## config.mk

```make
export PLATFORM = sky130hd
export DESIGN_NAME = wb_commit_buf
export DESIGN_NICKNAME = d
export VERILOG_FILES = /design/src/rtl/wb_pkg.sv /design/src/rtl/wb_fifo.sv /design/src/rtl/wb_commit_buf.sv
export SDC_FILE = /design/constraint.sdc
export NUM_CORES = 1
export LEC_CHECK = 0
export BUFFER_PORTS_ARGS = -buffer_cell sky130_fd_sc_hd__buf_4
export CAP_MARGIN = 30
export CORE_AREA = 8 8 194 196
export CTS_CLUSTER_SIZE = 30
export DETAILED_ROUTE_END_ITERATION = 12
export DIE_AREA = 0 0 202 204
export GPL_ROUTABILITY_DRIVEN = 0
export PLACE_DENSITY = 0.77
export SETUP_SLACK_MARGIN = 0.15
export SLEW_MARGIN = 0
export SYNTH_ARGS = -nofsm -noshare
export SYNTH_HDL_FRONTEND = slang
export SYNTH_SLANG_ARGS = --single-unit
```

## constraint.sdc

```tcl
create_clock -name clk -period 42.3 [get_ports clk]
set_input_delay 8.46 -clock clk [delete_from_list [all_inputs] [get_ports clk]]
set_output_delay 8.46 -clock clk [all_outputs]
set_load 0.02 [all_outputs]
```

## src/rtl/wb_pkg.sv

```systemverilog
// Shared widths and the buffered-instruction entry layout for the writeback/commit stage.
package wb_pkg;

  localparam int unsigned WB_DATA_W = 32;
  localparam int unsigned WB_RF_AW  = 5;
  localparam int unsigned WB_CSR_AW = 14;
  localparam int unsigned WB_EXC_W  = 6;

  typedef struct packed {
    logic [WB_DATA_W-1:0] pc;
    logic                 rf_we;
    logic [WB_RF_AW-1:0]  rf_waddr;
    logic [WB_DATA_W-1:0] rf_wdata;
    logic                 csr_we;
    logic [WB_CSR_AW-1:0] csr_num;
    logic [WB_DATA_W-1:0] csr_mask;
    logic [WB_DATA_W-1:0] csr_wdata;
    logic [WB_EXC_W-1:0]  exc;
    logic                 ertn;
    logic [WB_DATA_W-1:0] fault_vaddr;
  } wb_entry_t;

  // Flat width of an entry with the field order of wb_entry_t, for any parameterisation.
  function automatic int unsigned entry_w(input int unsigned dw, input int unsigned aw,
                                          input int unsigned cw, input int unsigned ew);
    return 5 * dw + aw + cw + ew + 3;
  endfunction

endpackage

```

## src/rtl/wb_fifo.sv

```systemverilog
// In-order circular buffer with push/pop/flush, occupancy count and per-slot valid/tag views.
module wb_fifo #(
  parameter int unsigned DEPTH = 2,
  parameter int unsigned W     = 8,
  parameter int unsigned TAG_W = 6
) (
  input  logic                            clk,
  input  logic                            resetn,
  input  logic                            push,
  input  logic                            pop,
  input  logic                            flush,
  input  logic [W-1:0]                    wdata,
  input  logic [TAG_W-1:0]                wtag,
  output logic [W-1:0]                    head,
  output logic                            head_valid,
  output logic [$clog2(DEPTH+1)-1:0]      count,
  output logic [DEPTH-1:0]                vld,
  output logic [DEPTH-1:0][TAG_W-1:0]     tags
);

  localparam int unsigned PW = (DEPTH > 1) ? $clog2(DEPTH) : 1;
  localparam int unsigned CW = $clog2(DEPTH + 1);

  logic [DEPTH-1:0][W-1:0]     mem_q;
  logic [DEPTH-1:0][TAG_W-1:0] tag_q;
  logic [DEPTH-1:0]            vld_q;
  logic [PW-1:0]               head_q, tail_q;
  logic [CW-1:0]               cnt_q;

  function automatic logic [PW-1:0] nxt(input logic [PW-1:0] p);
    return (p == PW'(DEPTH - 1)) ? '0 : p + 1'b1;
  endfunction

  always_ff @(posedge clk) begin
    if (!resetn || flush) begin
      head_q <= '0;
      tail_q <= '0;
      cnt_q  <= '0;
      vld_q  <= '0;
    end else begin
      // Pop before push so a same-slot push on a full buffer leaves the slot valid.
      if (pop) begin
        vld_q[head_q] <= 1'b0;
        head_q        <= nxt(head_q);
      end
      if (push) begin
        vld_q[tail_q] <= 1'b1;
        tail_q        <= nxt(tail_q);
      end
      if (push && !pop) begin
        cnt_q <= cnt_q + 1'b1;
      end else if (pop && !push) begin
        cnt_q <= cnt_q - 1'b1;
      end
    end
  end

  always_ff @(posedge clk) begin
    if (resetn && !flush && push) begin
      mem_q[tail_q] <= wdata;
      tag_q[tail_q] <= wtag;
    end
  end

  assign head       = mem_q[head_q];
  assign head_valid = (cnt_q != '0);
  assign count      = cnt_q;
  assign vld        = vld_q;
  assign tags       = tag_q;

endmodule

```

## src/rtl/wb_commit_buf.sv

```systemverilog
// Writeback/commit stage: buffers completed instructions, retires one per cycle in order,
// and flushes on exception/ertn at the head or on external cancel.
module wb_commit_buf
  import wb_pkg::*;
#(
  parameter int unsigned DATA_W = WB_DATA_W,
  parameter int unsigned RF_AW  = WB_RF_AW,
  parameter int unsigned CSR_AW = WB_CSR_AW,
  parameter int unsigned EXC_W  = WB_EXC_W,
  parameter int unsigned DEPTH  = 2,
  parameter int unsigned CNT_W  = 32
) (
  input  logic                  clk,
  input  logic                  resetn,
  input  logic                  in_valid,
  output logic                  in_allowin,
  input  logic [DATA_W-1:0]     in_pc,
  input  logic                  in_rf_we,
  input  logic [RF_AW-1:0]      in_rf_waddr,
  input  logic [DATA_W-1:0]     in_rf_wdata,
  input  logic                  in_csr_we,
  input  logic [CSR_AW-1:0]     in_csr_num,
  input  logic [DATA_W-1:0]     in_csr_mask,
  input  logic [DATA_W-1:0]     in_csr_wdata,
  input  logic [EXC_W-1:0]      in_exc,
  input  logic                  in_ertn,
  input  logic [DATA_W-1:0]     in_fault_vaddr,
  input  logic                  stall_in,
  input  logic                  cancel,
  output logic                  rf_we,
  output logic [RF_AW-1:0]      rf_waddr,
  output logic [DATA_W-1:0]     rf_wdata,
  output logic                  csr_we,
  output logic [CSR_AW-1:0]     csr_num,
  output logic [DATA_W-1:0]     csr_mask,
  output logic [DATA_W-1:0]     csr_wdata,
  output logic [EXC_W-1:0]      wb_exc,
  output logic                  ertn_flush,
  output logic [DATA_W-1:0]     wb_pc,
  output logic [DATA_W-1:0]     wb_fault_vaddr,
  output logic [2**RF_AW-1:0]   pend_mask,
  output logic [CNT_W-1:0]      retire_cnt,
  output logic [DATA_W-1:0]     debug_wb_pc,
  output logic [3:0]            debug_wb_rf_we,
  output logic [RF_AW-1:0]      debug_wb_rf_wnum,
  output logic [DATA_W-1:0]     debug_wb_rf_wdata
);

  localparam int unsigned ENT_W = entry_w(DATA_W, RF_AW, CSR_AW, EXC_W);
  localparam int unsigned CW    = $clog2(DEPTH + 1);
  localparam int unsigned TAG_W = RF_AW + 1;

  logic [ENT_W-1:0]              in_ent, head_ent;
  logic                          head_valid;
  logic [CW-1:0]                 count;
  logic [DEPTH-1:0]              vld;
  logic [DEPTH-1:0][TAG_W-1:0]   tags;
  logic [TAG_W-1:0]              in_tag;
  logic                          push, retire, exc_retire, head_fault;
  logic [CNT_W-1:0]              retire_cnt_q;

  logic [DATA_W-1:0] h_pc, h_rf_wdata, h_csr_mask, h_csr_wdata, h_fault_vaddr;
  logic              h_rf_we, h_csr_we, h_ertn;
  logic [RF_AW-1:0]  h_rf_waddr;
  logic [CSR_AW-1:0] h_csr_num;
  logic [EXC_W-1:0]  h_exc;

  assign in_ent = {in_pc, in_rf_we, in_rf_waddr, in_rf_wdata, in_csr_we, in_csr_num,
                   in_csr_mask, in_csr_wdata, in_exc, in_ertn, in_fault_vaddr};
  // Tag carries only what the hazard mask needs: "will write a GPR" and which one.
  assign in_tag = {in_rf_we & ~(|in_exc), in_rf_waddr};

  assign {h_pc, h_rf_we, h_rf_waddr, h_rf_wdata, h_csr_we, h_csr_num,
          h_csr_mask, h_csr_wdata, h_exc, h_ertn, h_fault_vaddr} = head_ent;

  assign head_fault = (|h_exc) | h_ertn;
  assign retire     = head_valid & ~stall_in & ~cancel & resetn;
  assign exc_retire = retire & head_fault;
  assign in_allowin = ~cancel & ~exc_retire & ((count < CW'(DEPTH)) | retire);
  assign push       = in_valid & in_allowin;

  wb_fifo #(
    .DEPTH (DEPTH),
    .W     (ENT_W),
    .TAG_W (TAG_W)
  ) u_fifo (
    .clk        (clk),
    .resetn     (resetn),
    .push       (push),
    .pop        (retire),
    .flush      (cancel | exc_retire),
    .wdata      (in_ent),
    .wtag       (in_tag),
    .head       (head_ent),
    .head_valid (head_valid),
    .count      (count),
    .vld        (vld),
    .tags       (tags)
  );

  always_comb begin
    rf_we          = retire & ~head_fault & h_rf_we & (h_rf_waddr != '0);
    csr_we         = retire & ~head_fault & h_csr_we;
    ertn_flush     = retire & h_ertn;
    rf_waddr       = retire ? h_rf_waddr    : '0;
    rf_wdata       = retire ? h_rf_wdata    : '0;
    csr_num        = retire ? h_csr_num     : '0;
    csr_mask       = retire ? h_csr_mask    : '0;
    csr_wdata      = retire ? h_csr_wdata   : '0;
    wb_exc         = retire ? h_exc         : '0;
    wb_pc          = retire ? h_pc          : '0;
    wb_fault_vaddr = retire ? h_fault_vaddr : '0;
  end

  always_comb begin
    pend_mask = '0;
    for (int i = 0; i < DEPTH; i++) begin
      if (vld[i] && tags[i][RF_AW]) begin
        pend_mask[tags[i][RF_AW-1:0]] = 1'b1;
      end
    end
    pend_mask[0] = 1'b0;
  end

  always_ff @(posedge clk) begin
    if (!resetn) begin
      retire_cnt_q <= '0;
    end else if (retire) begin
      retire_cnt_q <= retire_cnt_q + 1'b1;
    end
  end

  assign retire_cnt        = retire_cnt_q;
  assign debug_wb_pc       = wb_pc;
  assign debug_wb_rf_we    = {4{rf_we}};
  assign debug_wb_rf_wnum  = rf_waddr;
  assign debug_wb_rf_wdata = rf_wdata;

endmodule

```

* After elaboration in Yosys (flattened, before gate mapping)
Cells that the tools add are included.
** Storage, ports and cells
- Flip-flop bits (word level) :: 426
- Output and inout port bits :: 326
- Word-level logic and storage cells :: 101
** Operators by class
- Add/sub/neg operators :: 5
- Magnitude comparators :: 9
- Multiplexer cells :: 33
- Bitwise operators :: 25
- Reduce and logical (&&, ||, !) cells :: 20
** Operators with widths (number)
- $mux 188 :: 3
- $bwmux 376 :: 1
- $mux 32 :: 7
- $demux 188 s1 :: 1
- $add 32x1->32 const B :: 1
- $or 32x32->32 :: 1
- $mux 14 :: 1
- $and 1x1->1 :: 13
- $bwmux 12 :: 1
- $lt 5x6->1 const B :: 2
- $mux 6 :: 2
- $reduce_or 6->1 :: 2
- $demux 1 s5 :: 2
- $ge 5x1->1 const B :: 2
- $logic_and 1x1->1 :: 10
- $mux 2 :: 5
- $demux 6 s1 :: 1
- $mux 1 :: 6
- $mux 5 :: 1
- $not 1->1 :: 5
- $reduce_bool 5->1 :: 1
- $logic_not 1->1 :: 4
- $lt 1x2->1 const B :: 2
- $reduce_bool 2->1 :: 2
- 11 further kinds :: 16

* Logic depth before layout (Yosys ltp)
Gate-level depths: netlist of the first run.
- Word-level depth :: 13
- Depth in mapped cells :: 10
- Depth with buffers taken out :: 9

* Cells and area by module
From an unflattened synthesis of the first run, not the netlist that was laid out.
** Unflattened totals
- Cell total of the unflattened synthesis :: 1165
- Area total of the unflattened synthesis :: 18111.1 um^2
** Modules (own cells, without submodules)
- wb_fifo :: times used 1, cells each 625, area each 14268.7 um^2, seq. area each 11771.3 um^2
- wb_commit_buf :: times used 1, cells each 540, area each 3842.4 um^2, seq. area each 640.6 um^2

* Worst setup path before layout of the first run
Ideal clock, no wire load.
- Path type :: input port to flip-flop
- From :: input resetn
- To :: register u_fifo.mem_q[0] in the netlist's numbering, enable pin
- Library setup time :: 1.736 ns
- Arrival :: 37.981 ns
- Required time :: 40.564 ns
- Slack :: 2.584 ns
- Stages :: 5
- Buffers on the path :: 1
- Cell sequence :: buf_4 inv_1 nor2_1 o21ai_1 a2111oi_0
** On the way
- Cells in the longest elaborated chain, start to end :: 7
** Ends and longest elaborated chain
- from (decl) :: line wb_commit_buf.sv:14 : input logic resetn,
- $and 1x1->1 :: line wb_commit_buf.sv:77 : assign retire = head_valid & ~stall_in & ~cancel & resetn;
- $and 1x1->1 :: line wb_commit_buf.sv:78 : assign exc_retire = retire & head_fault;
- $not 1->1 :: line wb_commit_buf.sv:79 : assign in_allowin = ~cancel & ~exc_retire & ((count < CW'(DEPTH)) | retire);
- $and 1x1->1 (2 in a row) :: line wb_commit_buf.sv:79
- $and 1x1->1 :: line wb_commit_buf.sv:80 : assign push = in_valid & in_allowin;
- $logic_and 1x1->1 (*) :: line wb_fifo.sv:59 : if (resetn && !flush && push) begin
- to (signal, indexed assignment) :: line wb_fifo.sv:60 : mem_q[tail_q] <= wdata;
- to (decl) :: line wb_fifo.sv:24 : logic [DEPTH-1:0][W-1:0] mem_q;
Mark *: on every way between the ends. The rest lies on a longest branch, timed or not.
A chain may end at the register's enable or synchronous reset.

* Worst setup path after layout of the first run
- From :: input stall_in
- To :: output debug_wb_rf_we[0]
** On the way
- Cells in the longest elaborated chain, start to end :: 7
** Ends and longest elaborated chain
- from (decl) :: line wb_commit_buf.sv:28 : input logic stall_in,
- $not 1->1 :: line wb_commit_buf.sv:77
- $and 1x1->1 (3 in a row) :: line wb_commit_buf.sv:77
- $and 1x1->1 (3 in a row) :: line wb_commit_buf.sv:102 : rf_we = retire & ~head_fault & h_rf_we & (h_rf_waddr != '0);
- to (decl) :: line wb_commit_buf.sv:44 : output logic [3:0] debug_wb_rf_we,
Every way passes these cells.

==> metrics, run 1 <==
status=complete, no violations; Comb power frac=0.043; I/O Buffers=517; Slew Limit Fails=0; Via density=~5.3; Synth cell types=49; FMAX=roughly 52 MHz; Int Pwr=between 600 and 700 µW; TritonCTS buffer count=42; Final WS setup=approximately 23 ns; Post-synth EDFFs=~380; Hold Vio Cnt, Final=0; register area share after synthesis=0.710; wire per inst=21.6 µm; htree depth=2; postcts setup bufs=0; Synth top area share=0.665; CP required=approximately 34 ns; Main synth FF type=edfxtp_1; PwrDens=38.2 mW/mm²; Final Skew=about 0.029 ns; fin crit share=0.452; worst vdd rail ir drop=0.0000409 V; Tightest Pin Transition=approximately 1 ns; fin util=0.639; total gr overflow=0; clock tree sinks=roughly 420; Synth area leaders=edfxtp_1 67%, mux2i_1 11%, nor2_1 4.6%, dfxtp_1 4.5%, buf_4 3.3%; maximum fanout along the worst path=86; final setup fails=0; pin count of the biggest net entering global routing=87; commonest cells in the netlist=378 x edfxtp_1, 211 x nor2_1, 190 x mux2i_1, 75 x buf_4, 51 x clkbuf_1; vias in the first global route=~12000; min Tclk post-route=19.10 ns; startpoint types=input pin; Post-Layout Cell Count=roughly 2100; synth warn=0; hold buffer count at cts=0; first-pass GRT wire length=~67 mm; remaining antenna violation count=0; Flop pwr share=0.539; Setup CP Type=in -> out; die area=0.0412 mm²; IO Pins=~520; clock latency on the worst-skew pair=between 0.5 and 0.6 ns; CTS tree=yes; ratio of cells with drive above 1 in the final layout=0.367; number of DRC markers in iteration 0=767; CP Capture Type=output port; Clk pwr share=0.419; Yosys top cell by area=edfxtp_1; clock-pin transition on the worst setup and hold timing paths=roughly 0.060 ns; Worst slew margin=0.317; most frequent cell after synthesis=edfxtp_1; Power, Total=851 µW; TritonRoute pass-1 iters=5; footprint of the multi-input gates=just over 0.004 mm²; Fillers=2573; Mapped Nets=~1400; Syn Inst Count=1176; Async SR Flop Fraction=0; leakage=8.12 nW; Post-Route Setup TNS=0 ns; register area=approximately 0.012 mm²; GRT Util Overall=0.207; clk root buf=clkbuf_16; Seq cells post-synth=416; Longest Clk Path Bufs=3; initial core utilization=0.491; Final Cell Area=0.0222 mm²; dpl hpwl=around 32 mm; core region area=0.0348 mm²; placed instance count=2031; Max-cap violations=0; Hold Crit Class=reg -> reg; pre-CTS WS=around 23 ns; dpl cell area=around 0.021 mm²; switching part of the total power=0.199; initial antenna violation count=5; nets=between 1500 and 2000; unrepaired setup endpoints after global routing=false; die width=a little over 200 µm; die height=between 200 and 250 µm; DRC viols=0; vias post-DR=11200; Arrival @ worst endpoint=10.64 ns; num rows=between 60 and 70; Area Overhead vs Synth=30.3%; Sw Pwr=around 170 µW; Syn Area/Cell=between 10 and 15 µm²; Post-Route WL=around 46 mm; post-cts sizing count=0; Cell Area, Synth=approximately 0.017 mm²; hold slack=approximately 0.49 ns
==> cells by family after synthesis <==
| logic type | share of synthesized area |
|---|---|
| AO/OA/AOI/OAI | 0.0338 |
| XOR/XNOR | 0.00616 |
| adder cells (fa/ha/maj) | 0.00147 |
| buffers and inverters | 0.0497 |
| flip-flops | 0.710 |
| multiplexers | 0.111 |
| other | 0.000220 |
| AND/OR/NAND/NOR | 0.0875 |
==> critical path: stages <==
cell and delay (ns):
buf_4 0.13, nand2b_1 0.19, or3_4 0.53, buf_4 0.41, a211oi_1 0.60, buf_4 0.25
==> routing by layer <==
metal  global-route usage  part of all wire
met3               0.0644             0.084
met1                0.232              0.36
met5                    0           0.00059
met4               0.0809             0.033
met2                0.366              0.52
==> flip-flops by register name (all words and copies together) (netlist names) <==
register	flops
u_fifo.count	2
retire_cnt	32
u_fifo.tail_q	1
u_fifo.tags	12
u_fifo.vld	2
u_fifo.mem_q	366
u_fifo.head_q	1
==> cells in the final DEF, fill, tap and decap left out, types with 3 or more instances in the layout <==
cell type / n
buf_4: 530
edfxtp_1: 378
nor2_1: 211
mux2i_1: 190
clkbuf_16: 43
dfxtp_1: 37
o22ai_1: 31
a21oi_1: 25
nand2_1: 21
or4_1: 17
o31ai_1: 15
clkbuf_1: 14
nand3_1: 12
inv_1: 8
nor4_1: 8
or3_1: 8
nand4_1: 8
xnor2_1: 8
clkinv_2: 8
nand3b_1: 6
o21ai_0: 6
clkinv_1: 5
nand2b_1: 4
and2_1: 4
xor2_1: 4
diode_2: 3
nor3_1: 3
and4_1: 3
o21a_1: 3
bufinv_16: 3
buf_16: 3
==> layout make-up <==
| cell class | instances | share of cell area |
|---|---|---|
| clock buffer | 58 | 0.0514 |
| tap | 461 | 0.0259 |
| inverter | 8 | 0.00135 |
| antenna | 3 | 0.000338 |
| clock inverter | 19 | 0.00776 |
| timing repair buffer | 534 | 0.183 |
| sequential | 416 | 0.545 |
| multi-input combinational | 615 | 0.186 |
==> worst paths after layout <==
kind / slack (ns) / cells past startpoint / end / startpoint
hold / removal: 0.49 / 1 / retire_cnt[31]$_SDFFE_PN0P_ / retire_cnt[31]$_SDFFE_PN0P_
setup reg to reg: 38.26 / 6 / u_fifo.mem_q[100]$_DFFE_PP_ / u_fifo.head_q$_SDFFE_PP0P_
hold reg to reg: 0.49 / 1 / retire_cnt[31]$_SDFFE_PN0P_ / retire_cnt[31]$_SDFFE_PN0P_
setup / recovery: 23.20 / 6 / debug_wb_rf_we[0] / stall_in
==> power by group through the flow <==
stage | sequential (mW) | combinational [mW] | clock, mW
after floorplan | 0.474 | 0.0137 | 0
after global routing | 0.459 | 0.0388 | 0.377
after global placement | 0.467 | 0.0346 | 0
after detailed placement | 0.467 | 0.0359 | 0
final | 0.458 | 0.0362 | 0.356
after CTS | 0.458 | 0.0361 | 0.363
No activity file was read; power rests on OpenSTA's default activity.
==> run 2: changes to the inputs <==
Settings changed: CORE_AREA 8 8 194 196 to 8 8 183 220, DIE_AREA 0 0 202 204 to 0 0 191 228, PLACE_DENSITY 0.77 to 0.76.
Clock period 42.3 ns to 16.28 ns, I/O delays scaled along.
==> metrics, run 2 (synthesized netlist as in run 1, its figures left out) <==
status=complete, no violations; vias post-DR=11200; TritonCTS buffer count=41; maximum fanout along the worst path=72; Tightest Pin Transition=1.48 ns; DRC viols=0; core region area=around 0.037 mm²; Clk pwr share=0.414; die width=between 150 and 200 µm; Final Skew=about 0.027 ns; Sw Pwr=approximately 450 µW; postcts setup bufs=0; fin crit share=0.535; Power, Total=approximately 2.2 mW; leakage=between 8 and 9 nW; CTS tree=yes; total gr overflow=0; GRT Util Overall=0.197; pin count of the biggest net entering global routing=190; most common cell after layout, fill and taps aside=buf_4; pre-CTS WS=between 7 and 8 ns; CP Capture Type=output port; Hold Vio Cnt, Final=0; IO Pins=519; worst vdd rail ir drop=just over 0.00009 V; Max-cap violations=0; ratio of cells with drive above 1 in the final layout=0.368; Int Pwr=roughly 1.7 mW; die area=~0.044 mm²; max reg flops=roughly 370; clock tree sinks=between 400 and 500; final setup fails=0; initial core utilization=0.467; Via density=5.30; post-cts sizing count=0; vias in the first global route=around 12000; Biggest register=u_fifo.mem_q; first-pass GRT wire length=66.7 mm; hold buffer count at cts=0; min Tclk post-route=around 8.7 ns; Area Overhead vs Synth=30.2%; Post-Route WL=~45 mm; placed instance count=~2000; remaining antenna violation count=0; clk root buf=clkbuf_16; PwrDens=around 100 mW/mm²; I/O Buffers=517; number of DRC markers in iteration 0=between 600 and 700; clock-pin transition on the worst setup and hold timing paths=roughly 0.06 ns; FMAX=~110 MHz; initial antenna violation count=3; Final WS setup=approximately 7.6 ns; wire per inst=21.4 µm; Post-Layout Cell Count=2119; dpl hpwl=approximately 32 mm; Arrival @ worst endpoint=5.45 ns; CP required=about 13 ns; Comb power frac=0.043; Longest Clk Path Bufs=3; die height=around 230 µm; num rows=77; nets=between 1500 and 2000; Slew Limit Fails=0; most frequent cells in the layout=525 x buf_4, 378 x edfxtp_1, 211 x nor2_1, 190 x mux2i_1, 41 x clkbuf_16; clock latency on the worst-skew pair=0.54 ns; startpoint types=input pin; TritonRoute pass-1 iters=8; Post-Route Setup TNS=0 ns; htree depth=2; Worst slew margin=0.0111; Hold Crit Class=reg -> reg; fin util=0.609; Setup CP Type=in -> out; unrepaired setup endpoints after global routing=false; Flop pwr share=0.543; switching part of the total power=0.203
[run 2: cell types whose count changed in the layout (fill, tap and decap cells not counted), sizes merged]
| cell | change |
|---|---|
| diode | -1 |
| clkinvlp | +4 |
| buf | -4 |
| clkinv | -1 |
| clkbuf | -9 |
| inv | +3 |
[run 2: path summary, 6_finish.rpt]
| kind | start | to | slack, ns | cells past startpoint |
|---|---|---|---|---|
| min | retire_cnt[31]$_SDFFE_PN0P_ | retire_cnt[31]$_SDFFE_PN0P_ | 0.50 | 1 |
| min reg2reg | retire_cnt[31]$_SDFFE_PN0P_ | retire_cnt[31]$_SDFFE_PN0P_ | 0.50 | 1 |
| max reg2reg | u_fifo.head_q$_SDFFE_PP0P_ | u_fifo.mem_q[122]$_DFFE_PP_ | 12.47 | 7 |
| max | resetn | rf_wdata[14] | 7.57 | 6 |
[run 2: through the flow]
stage                     hold slack, ns  instance area (µm²)
after floorplan                    0.467                17100
after global placement             0.468                20800
after detailed placement           0.484                20900
after CTS                          0.498                22200
after global routing               0.511                22200
final                              0.503                22200
[run 2: area by class of cell]
| class | instances | area [µm²] |
|---|---|---|
| repair buffers | 530 | 4050 |
| flip-flops and latches | 416 | 12100 |
| inverters | 8 | 30.0 |
| clock buffers | 49 | 1060 |
| diodes | 2 | 5.00 |
| clock inverters | 25 | 228 |
| well taps | 474 | 593 |
| multi-input cells | 615 | 4140 |
| fillers | 2757 | 14300 |
[run 2: metal layers]
layer	global-route usage	part of all wire	up-vias
met5	0	0.00029	-
met1	0.215	0.36	5465
met3	0.0554	0.085	96
met4	0.0789	0.037	2
met2	0.354	0.52	508
li1	-	-	5169
[run 2: worst max-delay path: stages]
cell      delay [ns]
buf_4           0.15
nand2b_1        0.14
or3_4           0.60
buf_4           0.71
nor2_1          0.25
buf_4           0.23
[run 2: power by group through the flow]
stage / Combinational (mW) / Clock [mW] / Sequential (mW)
after floorplan: 0.0359 / 0 / 1.22
final: 0.0954 / 0.907 / 1.19
after global placement: 0.0902 / 0 / 1.21
after CTS: 0.0954 / 0.927 / 1.19
after detailed placement: 0.0950 / 0 / 1.21
after global routing: 0.102 / 0.964 / 1.19
